[src/rtl/clock_divider_bank.sv]
// -----------------------------------------------------------------------------
// clock_divider_bank
//
// Programmable multi-channel clock divider. Each channel produces a 50% duty
// divided clock (period = 2*half system cycles) plus a one-cycle tick on each
// rising edge of that clock. Half-periods are reprogrammed through a one-deep
// pending slot per channel. A pending value is only applied at a clean point:
// the falling edge of the divided clock, any edge while the channel is
// disabled, or a resync. Because of this, a reprogram never produces a short
// pulse.
//
// Ports
//   clock_i      system clock, rising-edge active
//   reset_i      synchronous active-high reset
//   resync_i     single-cycle request to phase-align all channels
//   cfg_valid_i  configuration write request
//   cfg_ch_i     target channel of the write
//   cfg_half_i   new half-period in system cycles (0 disables the channel)
//   cfg_ready_o  write to cfg_ch_i can be accepted this cycle (combinational)
//   clk_out_o    divided clocks, one bit per channel (registered)
//   tick_o       one-cycle pulse on each rising edge of clk_out_o (registered)
//   active_o     channel half-period is non-zero (registered)
// -----------------------------------------------------------------------------
module clock_divider_bank #(
    parameter int NUM_CH = 4,
    parameter int DIV_W  = 8,
    localparam int CH_W  = (NUM_CH > 1) ? $clog2(NUM_CH) : 1
) (
    input  logic              clock_i,
    input  logic              reset_i,
    input  logic              resync_i,
    input  logic              cfg_valid_i,
    input  logic [CH_W-1:0]   cfg_ch_i,
    input  logic [DIV_W-1:0]  cfg_half_i,
    output logic              cfg_ready_o,
    output logic [NUM_CH-1:0] clk_out_o,
    output logic [NUM_CH-1:0] tick_o,
    output logic [NUM_CH-1:0] active_o
);

    logic [DIV_W-1:0]  half_q     [NUM_CH];
    logic [DIV_W-1:0]  half_d     [NUM_CH];
    logic [DIV_W-1:0]  cnt_q      [NUM_CH];
    logic [DIV_W-1:0]  cnt_d      [NUM_CH];
    logic [DIV_W-1:0]  pend_val_q [NUM_CH];
    logic [DIV_W-1:0]  pend_val_d [NUM_CH];
    logic [NUM_CH-1:0] out_q;
    logic [NUM_CH-1:0] out_d;
    logic [NUM_CH-1:0] tick_q;
    logic [NUM_CH-1:0] tick_d;
    logic [NUM_CH-1:0] pend_q;
    logic [NUM_CH-1:0] pend_d;
    logic [NUM_CH-1:0] active_q;
    logic [NUM_CH-1:0] active_d;
    logic              ch_in_range_s;
    logic              cfg_accept_s;

    // Handshake: a channel can take a write only while its pending slot is empty.
    always_comb begin
        ch_in_range_s = (32'(cfg_ch_i) < NUM_CH);
        cfg_ready_o   = 1'b0;
        if (ch_in_range_s) begin
            cfg_ready_o = ~pend_q[cfg_ch_i];
        end else begin
            cfg_ready_o = 1'b0;
        end
        cfg_accept_s = cfg_valid_i & cfg_ready_o;
    end

    // Per-channel next state: resync, then disabled/apply, then normal counting.
    always_comb begin
        for (int i = 0; i < NUM_CH; i++) begin
            half_d[i]     = half_q[i];
            cnt_d[i]      = cnt_q[i];
            out_d[i]      = out_q[i];
            tick_d[i]     = 1'b0;
            pend_d[i]     = pend_q[i];
            pend_val_d[i] = pend_val_q[i];

            if (resync_i) begin
                cnt_d[i] = {DIV_W{1'b0}};
                out_d[i] = 1'b0;
                if (pend_q[i]) begin
                    half_d[i] = pend_val_q[i];
                    pend_d[i] = 1'b0;
                end else begin
                    half_d[i] = half_q[i];
                end
            end else if (half_q[i] == {DIV_W{1'b0}}) begin
                // Disabled: outputs held low; any pending value loads right away.
                cnt_d[i] = {DIV_W{1'b0}};
                out_d[i] = 1'b0;
                if (pend_q[i]) begin
                    half_d[i] = pend_val_q[i];
                    pend_d[i] = 1'b0;
                end else begin
                    half_d[i] = half_q[i];
                end
            end else if (cnt_q[i] == (half_q[i] - DIV_W'(1))) begin
                cnt_d[i]  = {DIV_W{1'b0}};
                out_d[i]  = ~out_q[i];
                tick_d[i] = ~out_q[i];
                // Only the 1->0 transition is a safe point to change the period.
                if (out_q[i] && pend_q[i]) begin
                    half_d[i] = pend_val_q[i];
                    pend_d[i] = 1'b0;
                end else begin
                    half_d[i] = half_q[i];
                end
            end else begin
                cnt_d[i] = cnt_q[i] + DIV_W'(1);
            end

            // Accept overwrites pend_d only when pend_q was clear, so a write
            // landing on an apply edge stays pending for the next event.
            if (cfg_accept_s && (cfg_ch_i == CH_W'(i))) begin
                pend_d[i]     = 1'b1;
                pend_val_d[i] = cfg_half_i;
            end else begin
                pend_val_d[i] = pend_val_d[i];
            end

            active_d[i] = (half_d[i] != {DIV_W{1'b0}});
        end
    end

    // State registers with synchronous reset to the fixed /2^(i+1) defaults.
    always_ff @(posedge clock_i) begin
        if (reset_i) begin
            for (int i = 0; i < NUM_CH; i++) begin
                half_q[i]     <= DIV_W'(1) << i;
                cnt_q[i]      <= {DIV_W{1'b0}};
                pend_val_q[i] <= {DIV_W{1'b0}};
            end
            out_q    <= {NUM_CH{1'b0}};
            tick_q   <= {NUM_CH{1'b0}};
            pend_q   <= {NUM_CH{1'b0}};
            active_q <= {NUM_CH{1'b1}};
        end else begin
            for (int i = 0; i < NUM_CH; i++) begin
                half_q[i]     <= half_d[i];
                cnt_q[i]      <= cnt_d[i];
                pend_val_q[i] <= pend_val_d[i];
            end
            out_q    <= out_d;
            tick_q   <= tick_d;
            pend_q   <= pend_d;
            active_q <= active_d;
        end
    end

    assign clk_out_o = out_q;
    assign tick_o    = tick_q;
    assign active_o  = active_q;

endmodule

[config.mk]
export PLATFORM = sky130hd
export DESIGN_NAME = clock_divider_bank
export DESIGN_NICKNAME = d
export VERILOG_FILES = /design/src/rtl/clock_divider_bank.sv
export SDC_FILE = /design/constraint.sdc
export NUM_CORES = 1
export LEC_CHECK = 0
export CAP_MARGIN = 20
export CORE_MARGIN = 2
export CORE_UTILIZATION = 35
export DETAILED_ROUTE_END_ITERATION = 12
export HOLD_SLACK_MARGIN = 0.02
export SLEW_MARGIN = 20
export SYNTH_ARGS = -nofsm -noshare
export SYNTH_HDL_FRONTEND = slang
export SYNTH_SLANG_ARGS = --single-unit
[constraint.sdc]
create_clock -name clock_i -period 3.65 [get_ports clock_i]
set_input_delay 0.9125 -clock clock_i [delete_from_list [all_inputs] [get_ports clock_i]]
set_output_delay 0.9125 -clock clock_i [all_outputs]
set_load 0.02 [all_outputs]
==> run_results.csv <==
group,metric,value,unit
status,outcome,"completed",
setup_path,required,2.74,ns
logic_synthesis,synth-xor-area-share,0.1008,
setup_path,crit_arrival,2.54,ns
routing,via_count,4747,
setup_path,start_kind,"primary input",
layout,fillers,1680,
placement,dp_hpwl,9.222,mm
logic_synthesis,synth_compound_area_frac,0.1136,
logic_synthesis,syn_inst,706,
hold_path,holdPathStages,2,
grt,grt_antenna_before_repair,0,
logic_synthesis,syn-num-nets,729,
clock_network,clock-sinks,112,
logic_synthesis,syn-cell-area,5783,sq um
hold_path,hold_path_class,"register to register",
floorplan,dieArea,17570,sq um
timing,grt_setup_unrepaired,"false",
floorplan,io-pin-count,27,
setup_path,regToRegStartpoint,"half_q[0][0]",
floorplan,rows,46,
hold_path,min_to,"pend_val_q[1][5]",
setup_path,cp_max_fo,8,
timing,min_period,3.448,ns
clock_network,cts_htree_levels,3,
layout,n_antenna_cell,0,
routing,drt_wl_total,12.69,mm
logic_synthesis,synthDistinctLibCells,64,
logic_synthesis,yosysWarnings,0,
routing,wl_met3,331,microns
setup_path,end_kind,"primary output",
setup_path,path_cells,"clkdlybuf4s50_1, nor2b_1, o21ai_0, o21ai_0, clkdlybuf4s50_1",
routing,post_drt_wl_per_cell,13.49,microns
routing,drt_iter0_drc,347,
clock_network,ctsLongestPathBuffers,2,
setup_path,critical_path_class,"primary input to primary output",
clock_network,cts_resized,0,
setup_path,timing.rr.end,"active_o[0]",
job,maxCapViolations,0,
logic_synthesis,muxShareOfSynthArea,0.04370,
clock_network,root_buffer,"clkbuf_16",
logic_synthesis,seq_area_frac_synth,0.3877,
logic_synthesis,synth_top_family_by_area,"simple AND/OR/NAND/NOR gates",
clock_network,insertion_delay,0.35,ns
layout,fin_nets,742,
timing,worst_pin_slew,0.7131,ns
setup_path,slowest_stage,"clkdlybuf4s50_1",
layout,syn_to_final_growth,13.50,%
timing,fmax,0.2900,GHz
routing,dr.pass1.iters,4,
timing,tns,0,ns
setup_path,r2r_slack,0.98,ns
grt,grt_start_max_net_pins,37,
floorplan,die_w,132.5,microns
routing,met1_length,6.420,mm
power,power_leakage,2.330,nW
power,peakVddDrop,0.2201,mV
layout,drive_above_1_share,0.06492,
grt,grt_pass1_vias,4506,
routing,vias_per_cell,5.050,
routing,route.detailed.drc,0,
placement,finalWeightedCongestion,0.7804,
setup_path,slowest_delay,0.62,ns
logic_synthesis,synth_ff_type,"dfxtp_1",
setup_path,r2r_cells,8,
timing,skew,0.007970,ns
grt,grt_usage,0.1529,
placement,io_buffers,26,
logic_synthesis,synth-seq-cells,112,
timing,slew_violations,0,
clock_network,cts_buffers,9,
logic_synthesis,avgSynthCellArea,8.191,sq um
grt,grt_overflow,0,
power,power_density,396.5,nW/um^2
routing,route.top_layer_used,"met4",
timing,fin_crit_sh,0.9447,
timing,fin_ws,0.2019,ns
timing,finalSetupViolCount,0,
logic_synthesis,synthArstFlopShare,0,
hold_path,hp-start,"pend_val_q[1][5]",
placement,place_ws,0.2041,ns
routing,antenna_left,0,
grt,grt_pass1_wl,22.23,mm
power,total_power,2.603,mW
clock_network,cts_tree,"done",
floorplan,dieHeight,132.5,microns
clock_network,hold_buffers,0,
logic_synthesis,synth-simple-area-share,0.2990,
clock_network,clkSlewWorstSetupHoldPaths,0.07,ns
floorplan,start_util,0.3614,
timing,hold_viol,0,
clock_network,post_cts_buffers,0,
timing,slew_headroom,0.5202,
routing,wl_met2,5.848,mm
logic_synthesis,synth_fa_ha_area_frac,0.01947,
floorplan,core_area,16000,sq um
logic_synthesis,synth-edff-count,0,
sequential cells by signal (all words and copies together) (netlist names):
name,count
active_o,4
half_q,32
cnt_q,32
pend_q,4
tick_o,4
clk_out_o,4
pend_val_q,32
layer usage:
metal,up-vias,track usage
met4,0,0.04122
met3,6,0.03793
li1,2487,-
met2,46,0.2458
met1,2208,0.2047
met5,-,0
power by group:
group | internal, mW | switching [mW] | total [mW]
Combinational | 0.0989 | 0.147 | 0.246
Clock | 0.610 | 0.468 | 1.08
Sequential | 1.25 | 0.0283 | 1.28
Total | 1.96 | 0.643 | 2.60
layout make-up:
class / count / area [sq um] / share of cell area
Multi-Input combinational cell: 546 / 3334 / 0.5080
Timing Repair Buffer: 37 / 337.8 / 0.05147
Sequential cell: 112 / 2242 / 0.3416
Clock buffer: 9 / 225.2 / 0.03431
Clock inverter: 7 / 105.1 / 0.01601
Inverter: 13 / 48.80 / 0.007434
Tap cell: 216 / 270.3 / 0.04117
cell families after synthesis:
family,count (synthesis)
AOI/OAI and AO/OA,101
xor gates and xnor gates,65
adders and majority gates,9
buffers and inverters,48
DFF,112
muxes,25
and+or+nand+nor,346
metrics by stage:
stage / hold WS (ns) / std cells / cell area, sq um / util
global route: 0.4988 / 940 / 6564 / 0.4102
finish: 0.4716 / 940 / 6564 / 0.4102
detailed placement: 0.4616 / 924 / 6233 / 0.3896
floorplan: 0.4357 / 706 / 5783 / -
global placement: 0.4570 / 924 / 6233 / 0.3896
CTS: 0.4726 / 940 / 6564 / 0.4102
worst max-delay path by stage:
stage / from / to / slack [ns] / cells past startpoint
floorplan: half_q[0][0] / active_o[0] / 1.14 / 11
global placement: cfg_ch_i[1] / cfg_ready_o / 0.23 / 5
detailed placement: cfg_ch_i[1] / cfg_ready_o / 0.20 / 5
CTS: cfg_ch_i[1] / cfg_ready_o / 0.21 / 5
global route: cfg_ch_i[1] / cfg_ready_o / 0.02 / 5
finish: cfg_ch_i[1] / cfg_ready_o / 0.20 / 5
worst max-delay path, delay by kind of cell:
family / cells / cell delay (ns)
buffers and inverters: 2 / 1.21
AND/OR/NAND/NOR: 1 / 0.22
AO/OA/AOI/OAI: 2 / 0.19
cell usage after synthesis (all sizes together) (9+ instances only):
library cell,number,area (sq um)
buf,9,60.05
and3,27,168.9
nor3,21,105.1
ha,9,112.6
nand2,128,480.5
or3,10,72.57
dfxtp,112,2242
clkbuf,26,97.59
o21ai,12,60.06
a21oi,50,250.2
inv,13,48.80
nor3b,17,127.6
xnor2,31,271.5
nor4,13,81.33
xor2,33,289.0
nor2,53,198.9
nand3,33,165.2
mux2i,23,230.2
placed cells by master (no fill, tap or decap), types with 9 or more instances in the layout:
cell type	count
xor2_1	33
ha_1	9
nand2_1	128
clkbuf_16	9
nand3_1	33
nor4_1	13
mux2i_1	23
nor2_1	53
clkdlybuf4s50_1	25
and3_1	27
nor3b_1	17
inv_1	13
o21ai_0	12
nor3_1	21
dfxtp_1	112
a21oi_1	50
xnor2_1	31
buf_4	11
Power figures use the tool's default switching activity.
